**src/rtl/mru_share_ctrl.sv**
```systemverilog
// Round-robin shared access to a 4-entry most-recently-used history.
// Optional hit/miss statistics counters are built in when MRU_STATS_EN is defined.
module mru_share_ctrl #(
   parameter  int DATA_W = 8,
   parameter  int ID_W   = 2,
   localparam int N_REQ  = 2**ID_W
) (
   input  logic                    clk_in,
   input  logic                    reset_in,
   input  logic                    flush_in,
   input  logic [N_REQ-1:0]        req_valid,
   input  logic [N_REQ*DATA_W-1:0] req_data,
   output logic [N_REQ-1:0]        req_ready,
   output logic                    rsp_valid,
   output logic [ID_W-1:0]         rsp_id,
   output logic [DATA_W-1:0]       rsp_data,
   output logic                    rsp_hit,
   output logic [1:0]              rsp_pos,
   output logic [DATA_W-1:0]       mru_0,
   output logic [DATA_W-1:0]       mru_1,
   output logic [DATA_W-1:0]       mru_2,
   output logic [DATA_W-1:0]       mru_3,
   output logic [3:0]              mru_valid
`ifdef MRU_STATS_EN
   ,
   output logic [15:0]             hit_cnt,
   output logic [15:0]             miss_cnt
`endif
);

   typedef enum logic [1:0] {S_IDLE, S_LOOKUP, S_UPDATE} state_t;

   state_t            r_state, w_next;
   logic [ID_W-1:0]   r_ptr, r_id, w_gnt_id, w_idx;
   logic              w_gnt_any;
   logic [DATA_W-1:0] r_word;
   logic [DATA_W-1:0] r_mru [4];
   logic [3:0]        r_mru_valid;
   logic              w_hit, r_hit;
   logic [1:0]        w_pos, r_pos;
   logic              r_rsp_valid, r_rsp_hit;
   logic [ID_W-1:0]   r_rsp_id;
   logic [DATA_W-1:0] r_rsp_data;
   logic [1:0]        r_rsp_pos;

   // NOTE: state is updated with non-blocking assignments so every flop samples pre-edge values.
   always_ff @(posedge clk_in) begin
      if (reset_in || flush_in) r_state <= S_IDLE;
      else                      r_state <= w_next;
   end

   // NOTE: every always_comb output gets a default first, so no path can infer a latch.
   always_comb begin
      w_next = r_state;
      case (r_state)
         S_IDLE:   if (w_gnt_any) w_next = S_LOOKUP;
         S_LOOKUP: w_next = S_UPDATE;
         S_UPDATE: w_next = S_IDLE;
         default:  w_next = S_IDLE;
      endcase
   end

   // Scan downward so the requester closest to the pointer is the last (winning) match.
   always_comb begin
      w_gnt_any = 1'b0;
      w_gnt_id  = '0;
      w_idx     = '0;
      for (int k = N_REQ-1; k >= 0; k--) begin
         w_idx = r_ptr + ID_W'(k);
         if (req_valid[w_idx]) begin
            w_gnt_any = 1'b1;
            w_gnt_id  = w_idx;
         end
      end
      if (r_state != S_IDLE || flush_in || reset_in) w_gnt_any = 1'b0;
   end

   always_comb begin
      req_ready = '0;
      if (w_gnt_any) req_ready = N_REQ'(1) << w_gnt_id;
   end

   always_comb begin
      w_hit = 1'b0;
      w_pos = 2'd0;
      for (int k = 3; k >= 0; k--) begin
         if (r_mru_valid[k] && r_mru[k] == r_word) begin
            w_hit = 1'b1;
            w_pos = 2'(k);
         end
      end
   end

   // NOTE: the history is a visible, valid-tagged register file, so it is explicitly reset and flushed.
   always_ff @(posedge clk_in) begin
      if (reset_in) begin
         r_ptr       <= '0;
         r_id        <= '0;
         r_word      <= '0;
         r_hit       <= 1'b0;
         r_pos       <= 2'd0;
         r_mru_valid <= 4'b0;
         r_rsp_valid <= 1'b0;
         r_rsp_id    <= '0;
         r_rsp_data  <= '0;
         r_rsp_hit   <= 1'b0;
         r_rsp_pos   <= 2'd0;
         for (int k = 0; k < 4; k++) r_mru[k] <= '0;
      end else if (flush_in) begin
         r_ptr       <= '0;
         r_mru_valid <= 4'b0;
         r_rsp_valid <= 1'b0;
         for (int k = 0; k < 4; k++) r_mru[k] <= '0;
      end else begin
         r_rsp_valid <= 1'b0;
         if (w_gnt_any) begin
            r_word <= req_data[w_gnt_id*DATA_W +: DATA_W];
            r_id   <= w_gnt_id;
            r_ptr  <= w_gnt_id + 1'b1;
         end
         if (r_state == S_LOOKUP) begin
            r_hit <= w_hit;
            r_pos <= w_pos;
         end
         if (r_state == S_UPDATE) begin
            r_rsp_valid <= 1'b1;
            r_rsp_id    <= r_id;
            r_rsp_data  <= r_word;
            r_rsp_hit   <= r_hit;
            r_rsp_pos   <= r_pos;
            r_mru[0]    <= r_word;
            // A miss shifts the whole list; a hit only shifts the entries above the hit slot.
            for (int k = 1; k < 4; k++)
               if (!r_hit || k <= int'(r_pos)) r_mru[k] <= r_mru[k-1];
            if (!r_hit) r_mru_valid <= {r_mru_valid[2:0], 1'b1};
         end
      end
   end

`ifdef MRU_STATS_EN
   logic [15:0] r_hit_cnt, r_miss_cnt;

   always_ff @(posedge clk_in) begin
      if (reset_in || flush_in) begin
         r_hit_cnt  <= 16'd0;
         r_miss_cnt <= 16'd0;
      end else if (r_state == S_UPDATE) begin
         if (r_hit && r_hit_cnt != 16'hFFFF)    r_hit_cnt  <= r_hit_cnt + 16'd1;
         if (!r_hit && r_miss_cnt != 16'hFFFF)  r_miss_cnt <= r_miss_cnt + 16'd1;
      end
   end

   assign hit_cnt  = r_hit_cnt;
   assign miss_cnt = r_miss_cnt;
`else
   // Statistics counters are not built in this configuration.
`endif

   assign rsp_valid = r_rsp_valid;
   assign rsp_id    = r_rsp_id;
   assign rsp_data  = r_rsp_data;
   assign rsp_hit   = r_rsp_hit;
   assign rsp_pos   = r_rsp_pos;
   assign mru_0     = r_mru[0];
   assign mru_1     = r_mru[1];
   assign mru_2     = r_mru[2];
   assign mru_3     = r_mru[3];
   assign mru_valid = r_mru_valid;

endmodule

```
**config.mk**
```make
export PLATFORM = sky130hd
export DESIGN_NAME = mru_share_ctrl
export DESIGN_NICKNAME = d
export VERILOG_FILES = /design/src/rtl/mru_share_ctrl.sv
export SDC_FILE = /design/constraint.sdc
export NUM_CORES = 1
export LEC_CHECK = 0
export BUFFER_PORTS_ARGS = -buffer_cell sky130_fd_sc_hd__buf_2
export CAP_MARGIN = 40
export CORE_MARGIN = 3
export CORE_UTILIZATION = 45
export CTS_CLUSTER_SIZE = 24
export DETAILED_ROUTE_END_ITERATION = 6
export PLACE_DENSITY = 0.8
export SYNTH_ARGS = -nofsm -noshare
export SYNTH_HDL_FRONTEND = slang
export SYNTH_SLANG_ARGS = --single-unit
```
**constraint.sdc**
```tcl
create_clock -name clk_in -period 5.74 [get_ports clk_in]
set_clock_uncertainty 0.15 [all_clocks]
set_input_delay 0.861 -clock clk_in [delete_from_list [all_inputs] [get_ports clk_in]]
set_output_delay 0.861 -clock clk_in [all_outputs]
set_load 0.005 [all_outputs]
```
==> impl_metrics.ini <==
[outcome]
status = completed

[drt]
firstDrtPassIters = 4
vias_per_cell = 5.23
drc = 0
post_drt_wl_per_cell_um = 14.5
drt_iter0_drc = 170
vias = 2677
drtAntennaViolNets = 0
drt-total-wl_mm = 7.43

[layout]
area_growth_pct = 18.5
fin_nets = 450
final_layout_size_suffix_gt1_frac = 0.315
antenna_cells = 0
fillerInstances = 633

[synthesis]
ys_warn_count = 0
synth_compound_area_frac = 0.179
syn_nets = 371
synth-xor-area-share = 0.0839
synthDistinctLibCells = 41
synthSimpleGateAreaFrac = 0.215
muxShareOfSynthArea = 0.00412
synth_edf_count = 24
async_flop_share = 0
synth_seq_area_share = 0.473
synth_top_family_by_area = simple AND/OR/NAND/NOR gates
netlist_area_um2 = 3340
synth_most_common_cell = dfxtp_1
synth_fa_ha_area_frac = 0
syn_avg_cell_area_um2 = 10.1
synth_top_area_cell = dfxtp_1
synthTopCellsByArea = dfxtp_1, edfxtp_1, xnor2_1
yosys_register_bits = 67
synth_flop_cell = dfxtp_1
syn-instance-count = 332
synth_common_cells = dfxtp_1, xnor2_1, nand2_1
yosys.area.top_type_share = 0.258

[timing]
slew_headroom = 0.411
tightest_slew_ns = 0.883
drv_slew = 0
setup_violations = 0
grt_setup_unrepaired = no
min_period_ns = 3.56
clock.fmax_mhz = 281
setup_tns_ns = 0
hold_viol_final = 0
fin_crit_sh = 0.620
holdWs_ns = 0.302

[clocking]
cts_max_level = 3
insertion_delay_ns = 0.34
cts_root_buffer = clkbuf_8
cts-resized-gates = 0
path_clk_slew_ns = 0.06
postCtsSetupRepairBufs = 0
cts_made_buffers = 9
cts.sinks = 67
tritoncts = done
cts-hold-fix-buffers = 0
clockBufferDepth = 2

[grt]
grt_antenna_before_repair = 0
grt_max_degree = 25
grtUsageTotal = 0.177
grt_pass1_vias = 2376
grt_pass1_wl_mm = 11.8
use_met1 = 0.233
busiest_layer = met2
overflow = 0
met2_usage = 0.273
use_met3 = 0.0533

[floorplan]
die_x_um = 92.2
core_um2 = 6980
ios = 93
fp.dieArea_um2 = 8490
die_h_um = 92.2
fp-row-count = 30
initial_utilization = 0.478

[placed_design]
numPortBuffers = 92
routabilityCongestion = 0.808
hpwl_mm = 5.87

[worst_setup_path]
crit_top_cell = buf_2
cp-startpoint = reset_in
cp.required_ns = 4.73
cp_slowest_cell = or4_4
rr_startpoint = r_state[0]
critPathKind = in2out
crit_chain = buf_2, or2_1, or4_4, clkinv_2, nand2_1, nor2_1, buf_2
arrival_ns = 2.55
cp-start-kind = input pin
max_stage_delay_ns = 0.61
critPathCaptureType = output pin
critPathMaxFanout = 24

[pwr]
leakage_uw = 0.00161
p_per_area_nw_per_um2 = 253
peakVddDrop_mv = 0.141

[min_path]
hp-start = rsp_data[4]
hold_class = reg2reg

[flow_run]
cap_violations = 0
-- state kept, by name, indices dropped and copies added (netlist names) --
signal	cells
rsp_pos	2
r_state	2
rsp_data	8
r_hit	1
r_word	8
r_id	2
rsp_id	2
rsp_hit	1
r_mru	32
rsp_valid	1
mru_valid	4
r_ptr	2
r_pos	2
-- path summary, 6_finish.rpt --
path | depth (start not counted) | to | slack [ns]
max reg2reg | 4 | r_mru[1][5] | 3.32
max | 7 | req_ready[3] | 2.18
min reg2reg | 1 | rsp_data[4] | 0.30
min | 1 | rsp_data[4] | 0.30
-- worst max-delay path: cells and delay by family --
| kind | cells | cell delay [ns] |
|---|---|---|
| buffers and inverters | 3 | 0.49 |
| AND/OR/NAND/NOR | 4 | 1.19 |
-- kinds of logic after synthesis --
family | Yosys count
muxes | 1
xor gates and xnor gates | 32
AOI/OAI and AO/OA | 76
DFF | 67
buffers and inverters | 27
and+or+nand+nor | 129
-- area by class of cell --
cell class	instances	area, µm²	area share
multi-input cells	238	1610	0.406
flip-flops and latches	67	1580	0.399
repair buffers	93	468	0.118
clock buffers	14	163	0.0411
well taps	96	120	0.0303
clock inverters	2	10.0	0.00253
inverters	2	8.76	0.00221
-- power breakdown --
group	internal [µW]	switching [µW]
combinational	61.6	68.5
clock	179	162
sequential	507	25.0
total	748	256
-- layer usage --
metal / up-vias / routed length (µm)
met2: 108 / 3390
met5: - / 0
li1: 1330 / -
met3: 9 / 627
met1: 1230 / 3270
met4: 0 / 142
-- placed cells by master, fill, tap and decap left out, drive strengths merged --
cell    count
buf        93
dfxtp      43
xnor2      32
nand2      30
and2       24
edfxtp     24
a21oi      23
nor3b      18
a211oi     17
nor2       15
clkbuf     14
nand3      12
o21ai      10
a21o        9
o31ai       9
nand3b      8
nor3        6
nand2b      5
nand4       4
clkinv      3
o21a        2
or2         2
nor2b       2
o22ai       2
a311oi      2
inv         1
o22a        1
mux2i       1
a21boi      1
nor4        1
or4         1
or3         1
-- stage by stage --
step	utilization	setup slack, ns	std cells	instance area, µm²	total power (µW)
after floorplan	-	2.61	332	3340	634
final	0.567	2.18	512	3960	1000
after CTS	0.567	2.16	512	3960	1010
after global routing	0.567	2.01	512	3960	1050
after detailed placement	0.542	2.17	496	3790	673
after global placement	0.541	2.22	495	3780	668
Power figures use the tool's default switching activity.
